## config.mk

```make
export PLATFORM = sky130hd
export DESIGN_NAME = magma_result_viewer
export DESIGN_NICKNAME = d
export VERILOG_FILES = /design/src/rtl/magma_result_viewer.sv
export SDC_FILE = /design/constraint.sdc
export NUM_CORES = 1
export LEC_CHECK = 0
export BUFFER_PORTS_ARGS = -buffer_cell sky130_fd_sc_hd__buf_2
export CAP_MARGIN = 0
export CORE_MARGIN = 10
export CORE_UTILIZATION = 50
export DETAILED_ROUTE_END_ITERATION = 7
export PLACE_DENSITY_LB_ADDON = 0.1
export SYNTH_ARGS = -nofsm -noshare
export SYNTH_HDL_FRONTEND = slang
export SYNTH_SLANG_ARGS = --single-unit
```

## constraint.sdc

```tcl
create_clock -name clk -period 4.1 [get_ports clk]
set_input_delay 0.82 -clock clk [delete_from_list [all_inputs] [get_ports clk]]
set_output_delay 0.82 -clock clk [all_outputs]
set_load 0.05 [all_outputs]
```

## src/rtl/magma_result_viewer.sv

```systemverilog
// magma_result_viewer: holds one 128-bit cipher result and pages it 32 bits at a time onto eight 7-seg digits; MAGMA_VIEWER_AUTOSCROLL_EN adds timed paging
module magma_result_viewer #(
  parameter int unsigned SCROLL_DIV = 50_000_000
) (
  input  logic         clk,
  input  logic         reset,
  input  logic [127:0] res_data,
  input  logic         res_valid,
  output logic         res_ready,
  input  logic [2:0]   bat,
  output logic         s_led,
  output logic [3:0]   Gr_pos_led,
  output logic [6:0]   A_0seg7,
  output logic [6:0]   A_1seg7,
  output logic [6:0]   A_2seg7,
  output logic [6:0]   A_3seg7,
  output logic [6:0]   B_0seg7,
  output logic [6:0]   B_1seg7,
  output logic [6:0]   B_2seg7,
  output logic [6:0]   B_3seg7
);
  localparam logic [0:0] IDLE = 1'b0;
  localparam logic [0:0] SHOW = 1'b1;
  localparam logic [6:0] DASH = 7'b0111111;
  logic [0:0]   state;
  logic [127:0] held;
  logic [1:0]   page;
  logic [2:0]   s1, s2, s3, push;
  logic [6:0]   seg [8];
  logic [31:0]  cur;
  logic         nxt, prv, ack, auto_adv;
  function automatic logic [6:0] hex7(input logic [3:0] n);
    case (n)
      4'h0: hex7 = 7'b1000000;
      4'h1: hex7 = 7'b1111001;
      4'h2: hex7 = 7'b0100100;
      4'h3: hex7 = 7'b0110000;
      4'h4: hex7 = 7'b0011001;
      4'h5: hex7 = 7'b0010010;
      4'h6: hex7 = 7'b0000010;
      4'h7: hex7 = 7'b1111000;
      4'h8: hex7 = 7'b0000000;
      4'h9: hex7 = 7'b0010000;
      4'hA: hex7 = 7'b0001000;
      4'hB: hex7 = 7'b0000011;
      4'hC: hex7 = 7'b1000110;
      4'hD: hex7 = 7'b0100001;
      4'hE: hex7 = 7'b0000110;
      default: hex7 = 7'b0001110;
    endcase
  endfunction
  assign nxt = push == 3'b001;
  assign prv = push == 3'b010;
  assign ack = push == 3'b100;
  assign cur = held[{page, 5'b0} +: 32];
  // two-flop synchroniser, one more stage for edge history, registered falling-edge pulse
  always_ff @(posedge clk or negedge reset)
    if (!reset) begin
      s1   <= '1;
      s2   <= '1;
      s3   <= '1;
      push <= '0;
    end else begin
      s1   <= bat;
      s2   <= s1;
      s3   <= s2;
      push <= s3 & ~s2;
    end
`ifdef MAGMA_VIEWER_AUTOSCROLL_EN
  logic [31:0] cnt;
  assign auto_adv = state == SHOW && cnt == 32'(SCROLL_DIV - 1) && !nxt && !prv && !ack;
  // page timer: idles at zero outside SHOW and restarts on every manual page move
  always_ff @(posedge clk or negedge reset)
    if (!reset) cnt <= '0;
    else cnt <= (state != SHOW || nxt || prv || ack || cnt == 32'(SCROLL_DIV - 1)) ? '0 : cnt + 32'd1;
`else
  assign auto_adv = 1'b0;
`endif
  // handshake and paging: capture in IDLE, single-button pushes steer SHOW
  always_ff @(posedge clk or negedge reset)
    if (!reset) begin
      state     <= IDLE;
      held      <= '0;
      page      <= '0;
      res_ready <= 1'b0;
    end else if (state == IDLE) begin
      res_ready <= !(res_valid && res_ready);
      if (res_valid && res_ready) begin
        held  <= res_data;
        page  <= '0;
        state <= SHOW;
      end
    end else if (ack) begin
      state     <= IDLE;
      res_ready <= 1'b1;
    end else if (nxt || auto_adv) page <= page + 2'd1;
    else if (prv) page <= page - 2'd1;
  // registered display driven from the state and page of the previous edge
  always_ff @(posedge clk or negedge reset)
    if (!reset) begin
      s_led      <= 1'b0;
      Gr_pos_led <= '0;
      for (int i = 0; i < 8; i++) seg[i] <= DASH;
    end else begin
      s_led      <= state == SHOW;
      Gr_pos_led <= state == SHOW ? 4'b0001 << page : 4'b0000;
      for (int i = 0; i < 8; i++) seg[i] <= state == SHOW ? hex7(cur[4*i +: 4]) : DASH;
    end
  assign A_0seg7 = seg[0];
  assign A_1seg7 = seg[1];
  assign A_2seg7 = seg[2];
  assign A_3seg7 = seg[3];
  assign B_0seg7 = seg[4];
  assign B_1seg7 = seg[5];
  assign B_2seg7 = seg[6];
  assign B_3seg7 = seg[7];
endmodule

```

==> results of run 1 <==
==> flip-flops by register name (all words and copies together), names as in the netlist, 4 cells and up <==
signal      cells
A_0seg7         7
A_1seg7         7
A_2seg7         7
A_3seg7         7
B_0seg7         7
B_1seg7         7
B_2seg7         7
B_3seg7         7
Gr_pos_led      4
held          128
==> cell usage in the layout, fill, tap and decap left out, types with 9 or more instances in the layout <==
master	synthesis	layout
nor2b_1	10	10
mux4_2	22	22
mux4_1	10	10
a21oi_1	16	16
dfstp_2	57	57
buf_2	22	194
nand2b_1	9	9
nor2_1	24	24
o211ai_1	31	31
nand2_1	37	37
mux2_2	139	139
mux2i_1	15	15
o21ai_0	20	20
inv_1	27	27
ha_1	56	56
clkbuf_1	7	12
clkbuf_16	0	23
dfrtp_1	148	145
==> layout make-up <==
class | count | area share
tap | 265 | 0.0280
inverter | 27 | 0.00857
timing repair buffer | 201 | 0.0892
clock buffer | 39 | 0.0571
clock inverter | 2 | 0.00296
sequential | 205 | 0.440
multi-input combinational | 452 | 0.374
==> stage by stage <==
step | utilization | std cells
2_1_floorplan | - | 730
3_3_place_gp | 0.567 | 1150
3_5_place_dp | 0.567 | 1150
4_1_cts | 0.604 | 1191
5_1_grt | 0.604 | 1191
6_report | 0.604 | 1191
==> critical path: cells and delay by family (launching register included) <==
kind,cells,cell delay (ps)
compound gates,2,230
fa+ha+maj,1,220
buf+inv,3,860
flops,1,340
mux,1,770
simple gates,1,110
==> logic make-up after synthesis <==
logic type,after synthesis,synth area share
flip-flops,205,0.520
XOR/XNOR,1,0.000875
buffers and inverters,73,0.0394
AO/OA/AOI/OAI,111,0.0768
AND/OR/NAND/NOR,98,0.0459
multiplexers,186,0.247
adder cells (fa/ha/maj),56,0.0700
==> layer usage <==
layer | vias to the layer above | track usage
met4 | 2 | 0.0368
met2 | 186 | 0.292
met1 | 3200 | 0.215
met5 | - | 0
li1 | 3014 | -
met3 | 25 | 0.0503
==> how the worst max path moves through the flow <==
stage	start	endpoint	slack [ps]	cells past startpoint
6_report	page[0]	A_2seg7[0]	1470	8
5_1_grt	page[0]	B_1seg7[0]	1210	8
4_1_cts	page[0]	A_2seg7[0]	1440	8
3_5_place_dp	page[0]	B_1seg7[1]	1450	6
3_3_place_gp	page[0]	B_1seg7[3]	1500	6
2_1_floorplan	page[0]	B_3seg7[5]	1970	8
==> impl_metrics.yaml, run 1 <==
layout:
  num-nets-final: 1100
  n_antenna_cell: 0
  drive_above_1_share: 0.490
  filler_cell_count: 1582
  multi_input_area_um2: 4420
  finalInstanceArea_um2: 11800
  regArea_um2: 5200
  synthToLayoutAreaGrowth_pct: 18.2
sta:
  drv_slew: 0
  min_period_ps: 2630
  tightest_slew_ps: 989
  setup_viol: 0
  fin_ws_ps: 1470
  rsz0062_at_grt: "false"
  skew_ps: 9.83
  hold_ws_ps: 354
  finalHoldViolCount: 0
  final.setup.tns_ps: 0
  clock.fmax_mhz: 381
  period_share: 0.641
  slew_headroom: 0.341
critical_path:
  cpPeakStageDelay_ps: 770
  cp_slowest_cell: "mux4_1"
  timing.rr.end: "A_2seg7[0]"
  crit_top_cell: "inv_1"
  r2r_slack_ps: 1470
  critPathRequiredTime_ps: 4510
  critPathKind: "register to register"
  cp-start-kind: "register"
  crit_chain: "buf_4, mux4_1, inv_1, ha_1, inv_1, nor2_1, a21oi_1, o211ai_1"
  crit_arrival_ps: 3030
  reg2reg_depth: 8
  cp_max_fo: 41
  worstReg2RegStart: "page[0]"
  end_kind: "register"
yosys:
  synth-seq-cells: 205
  synth_common_cells: "dfrtp_1 (148), mux2_2 (139), dfstp_2 (57), ha_1 (56), nand2_1 (37)"
  synth_ff_type: "dfrtp_1"
  synth-seq-area-share: 0.520
  ys_warn_count: 0
  syn_area_um2: 10000
  synth_cell_types: 41
  syn_avg_cell_area_um2: 13.7
  synth_nets: 920
  synth_edf_count: 0
  yosys.area.top_type_share: 0.370
  postSynthCellCount: 730
  async_flop_share: 1.00
  yosysMostFrequentCell: "dfrtp_1"
  synth_area_leaders: "dfrtp_1 (37%), mux2_2 (16%), dfstp_2 (15%)"
  yosys.area.top_type: "dfrtp_1"
routing:
  routed_wl_um: 23100
  post_drt_via_cell_ratio: 5.40
  firstDrtPassIters: 5
  met2_length_um: 11400
  drtAntennaViolNets: 0
  route.detailed.drc: 0
  highest_layer: "met5"
  vias: 6427
  wl_per_cell_um: 19.4
  met3_length_um: 1700
  drt_iter0_markers: 281
  m1WireLength_um: 9610
clock_tree:
  cts_buffers: 23
  clockBufferDepth: 3
  cts-root-buf: "clkbuf_16"
  h-tree-depth: 1
  cts_num_sinks: 205
  cts_tree: "built"
  clk_pin_slew_worst_paths_ps: 60
  clk_latency_ps: 490
  cts_hold_buf: 0
  cts_resized: 0
  postCtsSetupRepairBufs: 0
die:
  die_w_um: 161
  rows: 51
  pin_count: 196
  start_util: 0.511
  dieHeight_um: 161
  die-area_um2: 26100
  coreArea_um2: 19600
hold_path:
  min_from: "s1[0]"
  hold_class: "register to register"
  hold_depth: 0
  min_to: "s2[0]"
grt:
  antenna_found_initial: 1
  grt_start_max_net_pins: 83
  first_global_vias: 6934
  grt_overflow: 0
  grt_pass1_wl_um: 36900
  grtUsageTotal: 0.173
placement:
  place_ws_ps: 1450
  io_buffers: 195
  placed_area_um2: 11100
  gp_congestion: 0.810
  dpl.hpwl_um: 16600
outcome:
  run_status: "finished clean"
flow_run:
  cap_violations: 0
Power of run 1 is left out: the tool's default activity adds up to more than one toggle a clock period on the data nets, which glitch-free logic cannot reach.
==> run 2, diff against run 1 <==
- clock period: 4.1 -> 2.5 ns (I/O delays scaled with it)
==> run 2 against run 1 <==
Net effect: routed wire length decreased by 0.42%; highest routed layer unchanged; flip-flop and latch count unchanged; first-iteration DRC count decreased by 12%; global-route usage decreased by 0.078 points; critical path depth decreased by 2; final cell count increased by 0.92%; final area increased by 1.9%; non-clock buffer count increased by 11; fmax increased by 17%.
==> impl_metrics.yaml, run 2 (synthesis results as in run 1) <==
clock_tree:
  postCtsSetupRepairBufs: 0
  cts_buffers: 23
  h-tree-depth: 1
  clk_latency_ps: 490
  cts_resized: 0
  clk_pin_slew_worst_paths_ps: 60
  clockBufferDepth: 3
  cts_num_sinks: 205
  cts-root-buf: "clkbuf_16"
  cts_tree: "built"
layout:
  top_register: "held"
  synthToLayoutAreaGrowth_pct: 20.5
  n_antenna_cell: 0
  final_cell_mix: "buf_2 (194), dfrtp_1 (145), mux2_2 (139)"
  largest_reg_flops: 128
  fin_util: 0.615
  drive_above_1_share: 0.504
  mostFrequentLayoutCell: "buf_2"
  stdcell_count: 1202
  num-nets-final: 1111
die:
  die-area_um2: 26100
  die_w_um: 161
  start_util: 0.511
  dieHeight_um: 161
  rows: 51
  coreArea_um2: 19600
  pin_count: 196
placement:
  dpl.hpwl_um: 17000
  gp_congestion: 0.862
  placedCellCount: 1160
  io_buffers: 195
  place_ws_ps: 249
sta:
  drv_slew: 0
  final.setup.tns_ps: 0
  clock.fmax_mhz: 447
  tightest_slew_ps: 600
  setup_viol: 0
  hold_ws_ps: 108
  skew_ps: 9.97
  period_share: 0.896
  min_period_ps: 2240
  finalHoldViolCount: 0
  fin_ws_ps: 261
  rsz0062_at_grt: "false"
  slew_headroom: 0.600
grt:
  met1_usage: 0.211
  use_met2: 0.294
  grtUsageMet3: 0.0493
  grtUsageTotal: 0.172
  grt_start_max_net_pins: 58
  grt_overflow: 0
  first_global_vias: 6998
  antenna_found_initial: 1
  grt-busiest-layer: "met2"
  grt_pass1_wl_um: 36800
critical_path:
  cp_max_fo: 27
  reg2reg_depth: 6
  critPathRequiredTime_ps: 2890
  crit_arrival_ps: 2630
  r2r_slack_ps: 260
  critPathKind: "register to register"
  cp-start-kind: "register"
  end_kind: "register"
power_and_ir_drop:
  vdd_drop_max_mv: 0.629
  p_leak_nw: 5.44
  power_density_nw_per_um2: 1670
routing:
  drt_iter0_markers: 248
  wl_per_cell_um: 19.1
  routed_wl_um: 23000
  vias: 6421
  post_drt_via_cell_ratio: 5.34
  drtAntennaViolNets: 0
  firstDrtPassIters: 4
  route.detailed.drc: 0
outcome:
  run_status: "finished clean"
hold_path:
  hold_depth: 1
  hold_class: "input port to register"
flow_run:
  cap_violations: 0
==> run 2: cell types whose count changed in the layout (fill, tap and decap cells not counted) <==
cell	previous run	this run
buf_12	2	8
buf_4	4	8
bufinv_16	1	2
clkbuf_1	12	4
clkbuf_8	5	8
clkinv_2	1	3
clkinvlp_4	0	2
dlygate4sd3_1	0	1
==> run 2: final timing paths <==
check / from / end
min in group asynchronous: reset / held[74]
setup / recovery: page[0] / A_1seg7[3]
max in group asynchronous: reset / A_0seg7[3]
setup reg to reg: page[0] / A_1seg7[3]
hold / removal: bat[1] / s1[1]
hold reg to reg: s1[2] / s2[2]
==> run 2: cell type report <==
class	count	area (µm²)
well taps	265	332
repair buffers	212	1210
inverters	27	101
multi-input cells	452	4420
clock buffers	34	687
fillers	1563	7540
flip-flops and latches	205	5200
clock inverters	7	90.1
==> run 2: per-layer routing <==
metal / routed length [µm] / vias to the layer above
li1: - / 3034
met1: 9730 / 3193
met2: 11400 / 166
met3: 1550 / 26
met4: 340 / 2
met5: 13 / -
==> run 2: timing repair <==
| item | CTS | global route |
|---|---|---|
| hold endpoints to repair | 42 | 0 |
| hold buffers | 1 | 0 |
| setup endpoints to repair | 0 | 0 |
==> run 2: power breakdown <==
group	internal, mW	total (mW)	switching [mW]
Combinational	4.35	10.8	6.44
Clock	2.10	3.39	1.29
Sequential	5.25	5.99	0.741
==> run 2: worst max-delay path, stage by stage (launching register included) <==
cell       delay (ps)
dfrtp_2           410
buf_12            220
mux4_2            610
ha_1              290
nor2b_1           160
a2111oi_2         370
a31oi_1            70
==> run 2: metrics by stage <==
stage                     cell area (µm²)  total power [mW]
after floorplan                     10000              14.6
after global placement              11300              16.4
after detailed placement            11300              16.9
after CTS                           12100              20.4
after global routing                12100              21.7
final                               12100              20.2
No activity file was read; power rests on OpenSTA's default activity.
